## config.mk

```make
export PLATFORM = sky130hd
export DESIGN_NAME = mpc_qp_admm_pipeline_dual_row
export DESIGN_NICKNAME = d
export VERILOG_FILES = /design/src/rtl/mpc_qp_admm_pipeline_dual_row.sv
export SDC_FILE = /design/constraint.sdc
export NUM_CORES = 1
export LEC_CHECK = 0
export BUFFER_PORTS_ARGS = -buffer_cell sky130_fd_sc_hd__buf_2
export CAP_MARGIN = 20
export CELL_PAD_IN_SITES_DETAIL_PLACEMENT = 0
export CELL_PAD_IN_SITES_GLOBAL_PLACEMENT = 2
export CORE_MARGIN = 2
export CORE_UTILIZATION = 30
export CTS_CLUSTER_DIAMETER = 120
export DETAILED_ROUTE_END_ITERATION = 8
export GPL_ROUTABILITY_DRIVEN = 0
export PLACE_DENSITY = 0.8
export SETUP_SLACK_MARGIN = 0.2
export SKIP_CTS_REPAIR_TIMING = 1
export SLEW_MARGIN = 10
export SYNTH_ARGS = -nofsm -noshare
export SYNTH_HDL_FRONTEND = slang
export SYNTH_SLANG_ARGS = --single-unit
```

## constraint.sdc

```tcl
create_clock -name ap_clk -period 13 [get_ports ap_clk]
set_clock_uncertainty 0.2 [all_clocks]
set_input_delay 2.6 -clock ap_clk [delete_from_list [all_inputs] [get_ports ap_clk]]
set_output_delay 2.6 -clock ap_clk [all_outputs]
set_load 0.05 [all_outputs]
```

## src/rtl/mpc_qp_admm_pipeline_dual_row.sv

```systemverilog
// ADMM dual-update loop: uk[i] += temp5[i] - zk[i], II=1, depth 2, with max |temp5-zk| residual.
// Optional MPC_QP_DUAL_SAT_EN clamps the written dual to the DW range instead of wrapping.
module mpc_qp_admm_pipeline_dual_row #(
    parameter int unsigned N  = 24,
    parameter int unsigned AW = 5,
    parameter int unsigned DW = 32
) (
    input  logic          ap_clk,
    input  logic          ap_rst,
    input  logic          ap_start,
    output logic          ap_done,
    output logic          ap_idle,
    output logic          ap_ready,
    output logic [AW-1:0] zk_admm_V_address0,
    output logic          zk_admm_V_ce0,
    input  logic [DW-1:0] zk_admm_V_q0,
    output logic [AW-1:0] temp5_address0,
    output logic          temp5_ce0,
    input  logic [DW-1:0] temp5_q0,
    output logic [AW-1:0] uk_admm_V_address0,
    output logic          uk_admm_V_ce0,
    input  logic [DW-1:0] uk_admm_V_q0,
    output logic [AW-1:0] uk_admm_V_address1,
    output logic          uk_admm_V_ce1,
    output logic          uk_admm_V_we1,
    output logic [DW-1:0] uk_admm_V_d1,
    output logic [DW-1:0] res_max,
    output logic          res_max_ap_vld
);

    localparam int unsigned CW = AW + 1;
    localparam logic [CW-1:0] LP_N = CW'(N);
    localparam logic [DW:0] LP_MAX = {2'b00, {(DW-1){1'b1}}};

    typedef enum logic {StIdle, StRun} state_t;

    state_t          r_state;
    logic [CW-1:0]   r_cnt;
    logic            r_it1;
    logic [AW-1:0]   r_waddr;
    logic [DW-1:0]   r_acc;

    logic            w_start;
    logic            w_iter0;
    logic [CW-1:0]   w_cnt;
    logic            w_exit;
    logic            w_rd;
    logic            w_rd_o;
    logic            w_wr_o;
    logic [DW:0]     w_d;
    logic [DW:0]     w_dabs;
    logic [DW-1:0]   w_dsat;
    logic [DW-1:0]   w_acc;
    logic [DW-1:0]   w_wdata;
`ifdef MPC_QP_DUAL_SAT_EN
    logic [DW+1:0]   w_s;
`endif

    // Start is taken only when both stages are empty, so a held start waits out iter1 flush.
    always_comb begin
        w_start = (r_state == StIdle) && !r_it1 && ap_start;
        w_iter0 = w_start || (r_state == StRun);
        w_cnt   = w_start ? '0 : r_cnt;
        w_exit  = w_iter0 && (w_cnt == LP_N);
        w_rd    = w_iter0 && !w_exit;
        w_rd_o  = w_rd && !ap_rst;
        w_wr_o  = r_it1 && !ap_rst;
    end

    always_comb begin
        w_d    = {temp5_q0[DW-1], temp5_q0} - {zk_admm_V_q0[DW-1], zk_admm_V_q0};
        w_dabs = w_d[DW] ? -w_d : w_d;
        w_dsat = (w_dabs > LP_MAX) ? LP_MAX[DW-1:0] : w_dabs[DW-1:0];
        w_acc  = r_acc;
        if (w_start) begin
            w_acc = '0;
        end else if (r_it1 && (w_dsat > r_acc)) begin
            w_acc = w_dsat;
        end
    end

`ifdef MPC_QP_DUAL_SAT_EN
    always_comb begin
        w_s     = {{2{uk_admm_V_q0[DW-1]}}, uk_admm_V_q0} + {w_d[DW], w_d};
        w_wdata = w_s[DW-1:0];
        if (!w_s[DW+1] && (w_s[DW:DW-1] != 2'b00)) begin
            w_wdata = {1'b0, {(DW-1){1'b1}}};
        end else if (w_s[DW+1] && (w_s[DW:DW-1] != 2'b11)) begin
            w_wdata = {1'b1, {(DW-1){1'b0}}};
        end
    end
`else
    // Low DW bits of the wide sum equal the DW-bit modular sum.
    always_comb begin
        w_wdata = uk_admm_V_q0 + w_d[DW-1:0];
    end
`endif

    always_ff @(posedge ap_clk) begin
        if (ap_rst) begin
            r_state <= StIdle;
            r_cnt   <= '0;
            r_it1   <= 1'b0;
            r_waddr <= '0;
            r_acc   <= '0;
        end else begin
            r_state <= (w_iter0 && !w_exit) ? StRun : StIdle;
            r_it1   <= w_rd;
            r_acc   <= w_acc;
            if (w_rd) begin
                r_cnt   <= w_cnt + CW'(1);
                r_waddr <= w_cnt[AW-1:0];
            end else if (w_exit) begin
                r_cnt <= '0;
            end
        end
    end

    // Outputs are gated by ap_rst so an abort takes effect in the reset cycle itself.
    always_comb begin
        zk_admm_V_ce0      = w_rd_o;
        temp5_ce0          = w_rd_o;
        uk_admm_V_ce0      = w_rd_o;
        zk_admm_V_address0 = w_rd_o ? w_cnt[AW-1:0] : '0;
        temp5_address0     = w_rd_o ? w_cnt[AW-1:0] : '0;
        uk_admm_V_address0 = w_rd_o ? w_cnt[AW-1:0] : '0;
        uk_admm_V_ce1      = w_wr_o;
        uk_admm_V_we1      = w_wr_o;
        uk_admm_V_address1 = w_wr_o ? r_waddr : '0;
        uk_admm_V_d1       = w_wr_o ? w_wdata : '0;
        ap_done            = w_exit && !ap_rst;
        ap_ready           = w_exit && !ap_rst;
        res_max_ap_vld     = w_exit && !ap_rst;
        res_max            = ap_rst ? '0 : w_acc;
        ap_idle            = ap_rst || ((r_state == StIdle) && !r_it1 && !ap_start);
    end

endmodule
```

==> run metrics, run 1 <==
Die Height about 160 um; most frequently used flop master after synthesis dfxtp_1; count of antenna-violating nets left after detailed routing 0; startpoint of the worst-slack reg-to-reg timing path r_acc[17]; number of fill cells in the layout 2638; number of vias per cell after detailed routing approximately 5.2; met1 GRT Util 25.6%; GR Layer Usage met3 1.16%; average instance area after synthesis just over 7 um^2; Post-Syn Nets approximately 1200; summed negative setup slack over all endpoints 0 ns; met2 demand-to-capacity share in global routing around a third; first-pass detailed-route iteration total 4; total area of multi-input combinational cells 5880 um^2; total standard cell area after synthesis between 7000 and 8000 um^2; layout cells sized above 1 21.0%; Async S/R FF share, synth 0%; Worst-Skew Late Latency 0.29 ns; critical path endpoint res_max[21]; upper clock frequency limit 0.0822 GHz; maximum number of pins on one net before global-route repair 47; Reg2Reg Capture Point r_acc[21]; unique cell type count in the Yosys netlist 73; portion of the post-synthesis area used by sequential elements 11.9%; Worst slew margin 48.5%; clock period minus final worst setup slack 12.16 ns; total congestion overflow 0; core area roughly 24000 um^2; Remaining DRCs 0; Pwr Total 0.975 mW; number of enable-type register cells in the synthesized netlist 0; reported leakage power 4.40 nW; data arrival time of the worst path 9.36 ns; total wirelength of the detailed-routed design 25000 um; antenna violations before repair 0; setup slack of the worst register-to-register path 9.77 ns; FF+latch area 881 um^2; FP Rows between 50 and 60; worst-case vdd ir drop 70.0 uV; P per Cell Area 111 nW/um^2; Bufs on Longest Clock Path 2; most frequent cells in the layout buf_2 (191), inv_1 (100), ha_1 (96); most common cell after layout, fill and taps aside buf_2; Detail Placement HPWL 20800 um; Max-cap violations 0; starting utilization of the core area a little under a third; maximum net fanout on the critical path 46; port buffer count roughly 190; 1st-iter DRT viols approximately 340; routed length per placed instance 16.4 um; most crowded layer after global routing met2; Die Outline Area about 26000 um^2; number of instances in the synthesized netlist roughly 1000; launching element of the worst setup path zk_admm_V_q0[4]; Diodes inserted 0; clock slew at the register clock pins of the worst setup and hold paths 0.06 ns; path class of the lowest-slack min-delay path register to register; CP Launch Type input port; overall via count from detail_route 7906; transition at the pin with the smallest max-transition slack 0.767 ns; final hold violations 0; wire length of the first global-routing pass 39200 um; ratio of final minimum period to clock period 93.6%; root buffer cell clkbuf_16; total clock buffers created by CTS 5; unrepaired setup endpoints after global routing false; area added between synthesis and finish 19.0%; required time at the endpoint of the critical path 10.20 ns; net count reported at finish approximately 1400; TritonCTS Sinks between 40 and 50; Setup-failing EPs final 0; Worst R2R Path Depth 13; total track usage 18.5%; max-slew violation count 0; top-level port count 192; CTS HTree Levels 2; die width 161 um; via count of the first global-routing pass approximately 7600; number of synthesized register bits 44; clock tree from TritonCTS built; critical path capture point type output pin; outcome finished clean; total of warnings raised by yosys 0; kind of critical path input port to output pin
report_power, final:
group,total (mW),internal [mW],switching (mW)
clock,0.155,0.101,0.0534
combinational,0.672,0.250,0.422
sequential,0.149,0.143,0.00561
stage by stage:
stage	instances	util (%)	worst slack [ns]	instance area, um^2	hold WS, ns
5_1_grt	1518	36.3	0.327	8820	0.302
3_3_place_gp	1509	35.5	0.630	8630	0.260
3_5_place_dp	1509	35.5	0.555	8630	0.266
4_1_cts	1517	36.2	0.542	8810	0.280
2_1_floorplan	1036	-	0.326	7420	0.246
6_report	1518	36.3	0.838	8820	0.275
worst min path at each step:
stage / cells after the start / endpoint / start / slack [ns]
floorplan: 2 / r_cnt[1] / r_cnt[1] / 0.25
global placement: 1 / r_waddr[2] / r_waddr[2] / 0.26
detailed placement: 1 / r_waddr[2] / r_waddr[2] / 0.27
CTS: 1 / r_waddr[2] / r_waddr[2] / 0.28
global route: 1 / r_waddr[2] / r_waddr[2] / 0.30
finish: 1 / r_waddr[2] / r_waddr[2] / 0.27
cells in the mapped netlist (3+ instances only):
| library cell | n | share of area (%) |
|---|---|---|
| xor2_1 | 36 | 4.3 |
| o21bai_1 | 5 | 0.51 |
| a211oi_1 | 17 | 1.7 |
| o31ai_1 | 46 | 4.7 |
| nor2_1 | 82 | 4.2 |
| nor2b_1 | 10 | 0.84 |
| o21ai_0 | 38 | 2.6 |
| clkbuf_1 | 30 | 1.5 |
| inv_1 | 100 | 5.1 |
| o2111ai_1 | 3 | 0.35 |
| nand3_1 | 19 | 1.3 |
| or3_1 | 6 | 0.51 |
| a21o_1 | 52 | 5.3 |
| a21boi_0 | 6 | 0.61 |
| a21oi_1 | 56 | 3.8 |
| nand4_1 | 15 | 1.3 |
| nor3_1 | 32 | 2.2 |
| a31oi_1 | 37 | 3.1 |
| buf_4 | 16 | 1.6 |
| a311o_1 | 3 | 0.40 |
| or2_2 | 8 | 0.67 |
| o211a_1 | 4 | 0.54 |
| nand2_1 | 80 | 4.0 |
| o31a_1 | 5 | 0.59 |
| ha_1 | 96 | 16 |
| o211ai_1 | 8 | 0.81 |
| dfxtp_1 | 44 | 12 |
| o21a_1 | 18 | 1.8 |
| nand2b_1 | 13 | 1.1 |
| a22oi_1 | 6 | 0.61 |
| buf_2 | 11 | 0.74 |
| xnor2_1 | 36 | 4.3 |
| nor4_1 | 5 | 0.42 |
| and3_1 | 23 | 1.9 |
| or4_1 | 5 | 0.51 |
| a31o_2 | 6 | 0.71 |
| and2_1 | 7 | 0.59 |
layout make-up:
| class | count | area share (%) |
|---|---|---|
| clock buffer | 7 | 1.73 |
| clock inverter | 1 | 0.340 |
| inverter | 100 | 4.25 |
| multi-input combinational | 833 | 66.6 |
| sequential | 44 | 9.98 |
| tap | 324 | 4.59 |
| timing repair buffer | 209 | 12.5 |
state kept, by name, indices dropped and copies added (netlist names):
signal	cells
r_acc	32
r_cnt	6
r_waddr	5
r_state	1
per-layer routing:
metal	wire, um	part of all wire (%)
met5	0	0
met4	352	1.4
met3	760	3.0
met2	11700	47
met1	12200	49
critical path, stage by stage:
cell,delay [ns]
buf_2,0.07
inv_1,0.03
ha_1,0.35
a21o_1,0.23
or3_4,0.37
o211ai_2,0.25
o21ai_2,0.15
a2111oi_2,0.35
nor3_1,0.20
nor4_2,0.36
or4b_1,0.55
o41a_1,0.50
a21oi_4,0.15
buf_12,0.24
nand2_1,0.08
ha_1,0.29
a21o_1,0.18
a21o_1,0.16
a21o_1,0.16
a21o_1,0.18
a21o_1,0.17
a21o_1,0.17
a21oi_1,0.12
o21ai_0,0.14
and2_1,0.20
or2_4,0.40
a31oi_1,0.34
buf_2,0.33
cells by family after synthesis:
group / after synthesis / synth area share [%]
compound gates: 337 / 31.5
xor+xnor: 72 / 8.50
fa+ha+maj: 99 / 16.9
buf+inv: 159 / 9.25
flops: 44 / 11.9
mux: 4 / 0.574
other cells: 1 / 0.0506
simple gates: 320 / 21.4
No activity file was read; power rests on OpenSTA's default activity.
==> run 2, diff against run 1 <==
Clock period 13 ns to 11.3 ns, I/O delays scaled along.
==> run metrics, run 2 (synthesis gave the netlist of run 1 again) <==
outcome finished clean; Pwr Total 1.26 mW; layout cells sized above 1 31.1%; number of fill cells in the layout 2588; Remaining DRCs 0; power share of the clock group 14.0%; kind of critical path input port to output pin; overall via count from detail_route 8240; largest register by flop count r_acc; area added between synthesis and finish 37.2%; Setup-failing EPs final 0; Worst slew margin 28.2%; design internal power 0.636 mW; total wirelength of the detailed-routed design roughly 27000 um; clock period minus final worst setup slack around 11 ns; TritonCTS Sinks 44; starting utilization of the core area between 30 and 40%; Bufs on Longest Clock Path 2; worst-case setup slack after placement -0.00909 ns; transition at the pin with the smallest max-transition slack 1.08 ns; max-slew violation count 0; share of total power consumed by net switching 49.3%; minimum setup slack in the final design roughly 0.47 ns; antenna violations before repair 0; wire length of the first global-routing pass about 41000 um; Die Height 161 um; port buffer count 191; CP Launch Type input port; FP Rows 57; required time at the endpoint of the critical path 8.84 ns; final hold violations 0; P per Cell Area 123 nW/um^2; die width 161 um; CTS HTree Levels 2; routed length per placed instance 16.9 um; core area 24300 um^2; count of antenna-violating nets left after detailed routing 0; reported leakage power ~4.7 nW; top-level port count 192; root buffer cell clkbuf_16; switching power summed over all nets a little over 0.6 mW; Diodes inserted 0; net count reported at finish about 1400; via count of the first global-routing pass just under 8000; Worst-Skew Late Latency 0.30 ns; total track usage 19.5%; ratio of final minimum period to clock period 95.8%; most frequent cells in the layout buf_2 (159), inv_1 (100), ha_1 (91); total clock buffers created by CTS 5; data arrival time of the worst path 8.37 ns; sequential fraction of design power 13.8%; slowest cell delay on critical path between 0.5 and 0.6 ns; Critical-path top delay cell or4_1; Die Outline Area 26000 um^2; number of vias per cell after detailed routing 5.23; most prevalent standard cell on the critical path a21o_1; Largest regs r_acc (32), r_cnt (6), r_waddr (5); worst-case vdd ir drop 59.6 uV; Max-cap violations 0; clock slew at the register clock pins of the worst setup and hold paths 0.06 ns; unrepaired setup endpoints after global routing false; combinational fraction of design power 72.2%; upper clock frequency limit 0.0924 GHz; summed negative setup slack over all endpoints 0 ns; max reg flops 32; clock tree from TritonCTS built; first-pass detailed-route iteration total 5; total congestion overflow 0; path class of the lowest-slack min-delay path register to register; critical path capture point type output pin; maximum net fanout on the critical path 11; most common cell after layout, fill and taps aside buf_2; Detail Placement HPWL 21900 um; maximum number of pins on one net before global-route repair 32; 1st-iter DRT viols 294
==> run 2: cell count changes in the layout (fill, tap and decap cells not counted), sizes merged <==
cell and delta:
buf +55, clkbuf +3, clkinv +1
==> run 2: worst paths after layout <==
kind,slack (ns),start,endpoint,cells after the start
setup / recovery,0.47,zk_admm_V_q0[6],res_max[5],29
hold / removal,0.28,r_waddr[2],r_waddr[2],1
setup reg to reg,8.15,r_acc[25],r_acc[2],15
hold reg to reg,0.28,r_waddr[2],r_waddr[2],1
==> run 2: worst max-delay path, delay by kind of cell <==
family,cells,cell delay (ns)
simple gates,7,1.97
compound gates,14,2.69
buf+inv,6,0.84
fa+ha+maj,2,0.57
==> run 2: stage by stage <==
stage	instances	utilization [%]	area [um^2]	hold slack (ns)
2_1_floorplan	1036	-	7580	0.246
3_3_place_gp	1550	37.7	9170	0.259
3_5_place_dp	1550	37.7	9170	0.267
4_1_cts	1558	38.4	9350	0.281
5_1_grt	1577	41.8	10200	0.317
6_report	1577	41.8	10200	0.279
==> run 2: area by class of cell <==
| class | instances | area (um^2) | area share, % |
|---|---|---|---|
| flip-flops and latches | 44 | 881 | 8.66 |
| repair buffers | 268 | 1820 | 17.9 |
| multi-input cells | 833 | 6510 | 64.0 |
| clock buffers | 6 | 139 | 1.37 |
| inverters | 100 | 375 | 3.69 |
| clock inverters | 2 | 38.8 | 0.381 |
| well taps | 324 | 405 | 3.99 |
==> run 2: metal layers <==
metal / vias up / GRT usage (%) / part of all wire, %
li1: 4181 / - / -
met1: 3829 / 25.6 / 46
met2: 198 / 34.7 / 49
met3: 32 / 1.39 / 3.3
met4: 0 / 4.55 / 1.8
met5: - / 0 / 0
==> run 2: power groups by stage <==
stage | Sequential [mW] | Clock, mW | Combinational (mW)
6_report | 0.173 | 0.175 | 0.906
2_1_floorplan | 0.172 | 0 | 0.597
3_5_place_dp | 0.175 | 0 | 0.831
5_1_grt | 0.174 | 0.184 | 0.999
3_3_place_gp | 0.175 | 0 | 0.831
4_1_cts | 0.172 | 0.178 | 0.836
